## src/rtl/buffer_readout_pkg.sv

```systemverilog
// Shared types and widths for the ping-pong buffer readout block.
// The CSUM state exists only when READOUT_CHECKSUM_EN is defined.
package buffer_readout_pkg;

    localparam int ADDR_W        = 12;
    localparam int SAMPLE_W      = 12;
    localparam int DEFAULT_DEPTH = 4096;

`ifdef READOUT_CHECKSUM_EN
    typedef enum logic [2:0] {
        IDLE,
        ISSUE,
        WAIT,
        HOLD,
        DONE,
        CSUM
    } state_t;
`else
    typedef enum logic [2:0] {
        IDLE,
        ISSUE,
        WAIT,
        HOLD,
        DONE
    } state_t;
`endif

endpackage

```

## src/rtl/buffer_readout.sv

```systemverilog
// Reads a filled bank word by word and streams it out over a valid/ready link.
// Define READOUT_CHECKSUM_EN to append an XOR checksum word to every frame.
module buffer_readout
    import buffer_readout_pkg::*;
#(
    parameter int DEPTH  = DEFAULT_DEPTH,
    parameter int RD_LAT = 1
) (
    input  logic                CLK104MHZ,
    input  logic                rst,
    input  logic                bank_full,
    output logic                activeBRAMselect,
    output logic [ADDR_W-1:0]   sampleRequest,
    input  logic [SAMPLE_W-1:0] sendSample,
    output logic [SAMPLE_W-1:0] out_data,
    output logic                out_valid,
    input  logic                out_ready,
    output logic                frame_done,
    output logic                overrun
);

    localparam logic [ADDR_W-1:0] LAST_ADDR = ADDR_W'(DEPTH - 1);
    localparam logic [1:0]        LAT_LAST  = 2'(RD_LAT - 1);

    state_t                state_reg;
    logic                  bank_reg;
    logic [ADDR_W-1:0]     addr_reg;
    logic [1:0]            lat_cnt_reg;
    logic [SAMPLE_W-1:0]   data_reg;
    logic                  valid_reg;
    logic                  done_reg;
    logic                  overrun_reg;
`ifdef READOUT_CHECKSUM_EN
    logic [SAMPLE_W-1:0]   csum_reg;
`endif

    always_ff @(posedge CLK104MHZ) begin
        if (rst) begin
            state_reg   <= IDLE;
            bank_reg    <= 1'b0;
            addr_reg    <= '0;
            lat_cnt_reg <= '0;
            data_reg    <= '0;
            valid_reg   <= 1'b0;
            done_reg    <= 1'b0;
            overrun_reg <= 1'b0;
`ifdef READOUT_CHECKSUM_EN
            csum_reg    <= '0;
`endif
        end else begin
            done_reg <= 1'b0;
            unique case (state_reg)
                IDLE, DONE: begin
                    if (bank_full) begin
                        bank_reg  <= ~bank_reg;
                        addr_reg  <= '0;
`ifdef READOUT_CHECKSUM_EN
                        csum_reg  <= '0;
`endif
                        state_reg <= ISSUE;
                    end else begin
                        state_reg <= IDLE;
                    end
                end
                ISSUE: begin
                    lat_cnt_reg <= '0;
                    state_reg   <= WAIT;
                end
                WAIT: begin
                    // Address is held through WAIT, so the bank output is stable when captured.
                    if (lat_cnt_reg == LAT_LAST) begin
                        data_reg  <= sendSample;
                        valid_reg <= 1'b1;
                        state_reg <= HOLD;
                    end else begin
                        lat_cnt_reg <= lat_cnt_reg + 2'd1;
                    end
                end
                HOLD: begin
                    if (out_ready) begin
                        valid_reg <= 1'b0;
`ifdef READOUT_CHECKSUM_EN
                        csum_reg  <= csum_reg ^ data_reg;
`endif
                        if (addr_reg == LAST_ADDR) begin
                            addr_reg  <= '0;
`ifdef READOUT_CHECKSUM_EN
                            state_reg <= CSUM;
`else
                            state_reg <= DONE;
                            done_reg  <= 1'b1;
`endif
                        end else begin
                            addr_reg  <= addr_reg + ADDR_W'(1);
                            state_reg <= ISSUE;
                        end
                    end
                end
`ifdef READOUT_CHECKSUM_EN
                CSUM: begin
                    // First cycle loads the checksum word; later cycles wait for its transfer.
                    if (!valid_reg) begin
                        data_reg  <= csum_reg;
                        valid_reg <= 1'b1;
                    end else if (out_ready) begin
                        valid_reg <= 1'b0;
                        state_reg <= DONE;
                        done_reg  <= 1'b1;
                    end
                end
`endif
                default: state_reg <= IDLE;
            endcase

            if (bank_full && state_reg != IDLE && state_reg != DONE) begin
                overrun_reg <= 1'b1;
            end
        end
    end

    assign activeBRAMselect = bank_reg;
    assign sampleRequest    = addr_reg;
    assign out_data         = data_reg;
    assign out_valid        = valid_reg;
    assign frame_done       = done_reg;
    assign overrun          = overrun_reg;

endmodule

```

## config.mk

```make
export PLATFORM = sky130hd
export DESIGN_NAME = buffer_readout
export DESIGN_NICKNAME = d
export VERILOG_FILES = /design/src/rtl/buffer_readout_pkg.sv /design/src/rtl/buffer_readout.sv
export SDC_FILE = /design/constraint.sdc
export NUM_CORES = 1
export LEC_CHECK = 0
export BUFFER_PORTS_ARGS = -buffer_cell sky130_fd_sc_hd__buf_2
export CORE_MARGIN = 2
export CORE_UTILIZATION = 54
export CTS_CLUSTER_SIZE = 24
export DETAILED_ROUTE_END_ITERATION = 16
export GPL_ROUTABILITY_DRIVEN = 0
export MAX_ROUTING_LAYER = met4
export PLACE_DENSITY = 0.88
export SYNTH_ARGS = -nofsm -noshare
export SYNTH_HDL_FRONTEND = slang
export SYNTH_SLANG_ARGS = --single-unit
```

## constraint.sdc

```tcl
create_clock -name CLK104MHZ -period 2.8 [get_ports CLK104MHZ]
set_clock_uncertainty 0.15 [all_clocks]
set_input_delay 0.28 -clock CLK104MHZ [delete_from_list [all_inputs] [get_ports CLK104MHZ]]
set_output_delay 0.28 -clock CLK104MHZ [all_outputs]
set_load 0.01 [all_outputs]
```

==> impl_results.md <==
* Terminus of the critical flop-to-flop path: sampleRequest[7]
* Critical path's slowest cell: sky130_fd_sc_hd__dfxtp_1
* Largest fanout on the critical path at 14
* Upper clock frequency limit at 0.464 GHz
* Met1 routed wirelength after detailed routing at 1.29 mm
* Area growth from synthesis to layout at 18.9%
* Arrival time reported for the critical path endpoint at 2.28 ns
* Antenna-violating nets left at 0
* DRC marker count from the first detailed-route iteration at 31
* Setup fix buffers added after clock tree synthesis at 0
* Clock latency on the worst-skew pair at 0.34 ns
* Outcome: finished, final reports clean
* Setup repair after global routing missed its margin: false
* Count of input and output buffers at 43
* Portion of the clock cycle consumed by the worst path in the final layout at 77.0%
* WL met2 at 1.45 mm
* Largest net degree at the start of global routing at 24
* CTS Root Cell: sky130_fd_sc_hd__clkbuf_4
* Filler cells at 213
* Number of synthesis warnings at 0
* Fraction of layout cells with a size suffix above 1 at 26.3%
* Via count of the routed design at 1347
* Row cnt at 18
* Total non-filler cell area in the finished layout at 1710 µm²
* Detailed route wirelength on metal3 at 233 µm
* Number of pins with negative max-slew slack in the final report at 0
* Synthesized instance count at 169
* HPWL after DPL at 2.24 mm
* Post-detailed-routing wire length at 3.05 mm
* Detailed-routing iteration count for the pre-antenna-repair pass at 4
* Number of hold buffers added after cts at 0
* Combined global-route utilization of all metal layers at 21.2%
* Post-detailed-placement cell area at 1660 µm²
* Boundary pin count at 44
* Internal reg-to-reg setup slack at 0.64 ns
* Longest individual stage delay on the worst path at 0.58 ns
* Power density cells at 525 nW/µm²
* Die area at 3090 µm²
* Number of vias per cell at 5.54
* Initial Utilization at 57.5%
* Number of endpoints failing setup at the final stage at 0
* Wire length of the first global-routing pass at 5.11 mm
* Die Wd at 55.6 µm
* Critical Path Sink Type: flop
* Final hold violations at 0
* End of the critical path: sampleRequest[7]
* Vias in the first global route at 1197
* Post-layout min period at 2.16 ns
* Worst ir drop on vdd at 435 µV
* Inserted Clock Buffers at 5
* Flip-flop cell with the highest count after synthesis: sky130_fd_sc_hd__dfxtp_1
* Worst Setup Start Kind: flop
* Setup CP Type: flop to flop
* Number of resized instances in the post-cts repair step at 0
* Total gr overflow at 0
* Total power after layout at 0.896 mW
* Clock tree from TritonCTS: done
* Sequential share of the synthesized area at 46.0%
* Startpoint of the worst register-to-register path: state_reg[0]
* Post-route DRC violation count at 0
* Mapped cell area at 1440 µm²
* Die H at 55.6 µm
* Worst setup path start: state_reg[0]
* Clock tree buffer depth at 2
* Mean post-synth cell area at 8.51 µm²
* Async set-or-reset flop fraction in the synthesized netlist at 0%
* Syn nets at 187
* Leakage power of the design at 0.731 nW
* Number of diodes at 0
* Ordered cell list for the critical path: and4b_1 -> o211ai_2 -> or4_1 -> a21oi_1
* Synth Register Bits at 33
* Detail-routed net length per standard cell at 12.6 µm
* Pin slew with the least headroom to its limit at 0.460 ns
* Worst rel slew slack at 69.3%
* Worst Hold Class: primary input to flop
* Worst hold margin at 0.0226 ns
* Number of sinks on the clock net at 33
* Number of H-tree branching levels at 2
* Placeable core area at 2500 µm²
* Clock slew seen by the registers of the worst setup and hold paths at 0.10 ns
* Max-cap check violation count at 0
* Count of cells along the worst register-to-register path at 4
* Data required time at the worst endpoint at 2.93 ns
* Top routing layer used: met4
* Number of enable flip-flop cells after synthesis at 0
* Number of antenna violations at the first check in global routing at 0
* Post-Route Setup TNS at 0 ns
* Unique masters post-synth at 40
* Final net count at 230
-- report_power, final --
group | internal (mW) | switching, mW | total (mW)
sequential | 0.493 | 0.0228 | 0.516
combinational | 0.0568 | 0.0732 | 0.130
clock | 0.0955 | 0.155 | 0.250
-- cell usage after synthesis, types with 2 or more instances --
library cell | instances | area share [%]
sky130_fd_sc_hd__inv_1 | 4 | 1.0
sky130_fd_sc_hd__or3_1 | 4 | 1.7
sky130_fd_sc_hd__dfxtp_1 | 33 | 46
sky130_fd_sc_hd__nand3_1 | 4 | 1.4
sky130_fd_sc_hd__nand2_1 | 26 | 6.8
sky130_fd_sc_hd__ha_1 | 2 | 1.7
sky130_fd_sc_hd__a21oi_1 | 21 | 7.3
sky130_fd_sc_hd__nor2_1 | 15 | 3.9
sky130_fd_sc_hd__clkbuf_1 | 3 | 0.78
sky130_fd_sc_hd__nor3b_1 | 3 | 1.6
sky130_fd_sc_hd__buf_2 | 5 | 1.7
sky130_fd_sc_hd__nand4_1 | 3 | 1.3
sky130_fd_sc_hd__nand3b_1 | 2 | 1.0
sky130_fd_sc_hd__xor2_1 | 6 | 3.7
sky130_fd_sc_hd__and4_1 | 2 | 1.2
sky130_fd_sc_hd__nor3_1 | 2 | 0.70
sky130_fd_sc_hd__o21ai_0 | 8 | 2.8
sky130_fd_sc_hd__a22oi_1 | 2 | 1.0
sky130_fd_sc_hd__o2111ai_1 | 3 | 1.8
-- how the worst min path moves through the flow --
stage	start	to	cells past startpoint
after floorplan	out_ready	state_reg[1]	1
after global placement	overrun	overrun	2
after detailed placement	out_data[9]	out_data[9]	2
after CTS	sendSample[10]	out_data[10]	3
after global routing	sendSample[0]	out_data[0]	3
final	sendSample[10]	out_data[10]	3
-- area by class of cell --
cell class	count	area (µm²)	area share (%)
multi-input cells	122	707	41.4
flip-flops and latches	33	661	38.7
repair buffers	46	238	13.9
clock buffers	6	41.3	2.42
well taps	30	37.5	2.20
inverters	4	15.0	0.878
clock inverters	2	10.0	0.586
-- cell usage in the layout (no fill, tap or decap), types with 2 or more instances in the layout --
master / netlist / layout
sky130_fd_sc_hd__clkinv_2: 0 / 2
sky130_fd_sc_hd__dfxtp_1: 33 / 33
sky130_fd_sc_hd__nand4_1: 3 / 3
sky130_fd_sc_hd__buf_4: 1 / 3
sky130_fd_sc_hd__clkbuf_4: 0 / 5
sky130_fd_sc_hd__inv_1: 4 / 4
sky130_fd_sc_hd__o2111ai_1: 3 / 3
sky130_fd_sc_hd__xor2_1: 6 / 6
sky130_fd_sc_hd__a22oi_1: 2 / 2
sky130_fd_sc_hd__buf_2: 5 / 43
sky130_fd_sc_hd__or3_1: 4 / 4
sky130_fd_sc_hd__ha_1: 2 / 2
sky130_fd_sc_hd__nand2_1: 26 / 26
sky130_fd_sc_hd__nor3_1: 2 / 2
sky130_fd_sc_hd__and4_1: 2 / 2
sky130_fd_sc_hd__nand3b_1: 2 / 2
sky130_fd_sc_hd__nor2_1: 15 / 15
sky130_fd_sc_hd__a21oi_1: 21 / 21
sky130_fd_sc_hd__nand3_1: 4 / 4
sky130_fd_sc_hd__nor3b_1: 3 / 3
sky130_fd_sc_hd__o21ai_0: 8 / 8
-- critical path: cells and delay by family, from the launching register on --
| kind | cells | cell delay [ns] |
|---|---|---|
| AO/OA/AOI/OAI | 2 | 0.35 |
| flip-flops | 1 | 0.58 |
| AND/OR/NAND/NOR | 2 | 1.02 |
-- through the flow --
stage | instances | worst slack, ns | utilization [%]
2_1_floorplan | 169 | 1.18 | -
3_3_place_gp | 235 | 0.764 | 66.3
3_5_place_dp | 235 | 0.663 | 66.3
4_1_cts | 243 | 0.649 | 68.4
5_1_grt | 243 | 0.472 | 68.4
6_report | 243 | 0.644 | 68.4
-- per-layer routing --
| metal | vias to the layer above | track usage (%) |
|---|---|---|
| met5 | - | - |
| met4 | 0 | 10.8 |
| met3 | 10 | 5.81 |
| met2 | 45 | 34.2 |
| met1 | 609 | 24.2 |
| li1 | 683 | - |
-- cell families after synthesis --
logic type | count (synthesis) | synth area share, %
xor gates and xnor gates | 7 | 4.26
buffers and inverters | 14 | 4.87
DFF | 33 | 46.0
adders and majority gates | 2 | 1.74
muxes | 2 | 1.48
AOI/OAI and AO/OA | 42 | 17.7
and+or+nand+nor | 69 | 24.0
(Power assumes the default switching activity.)
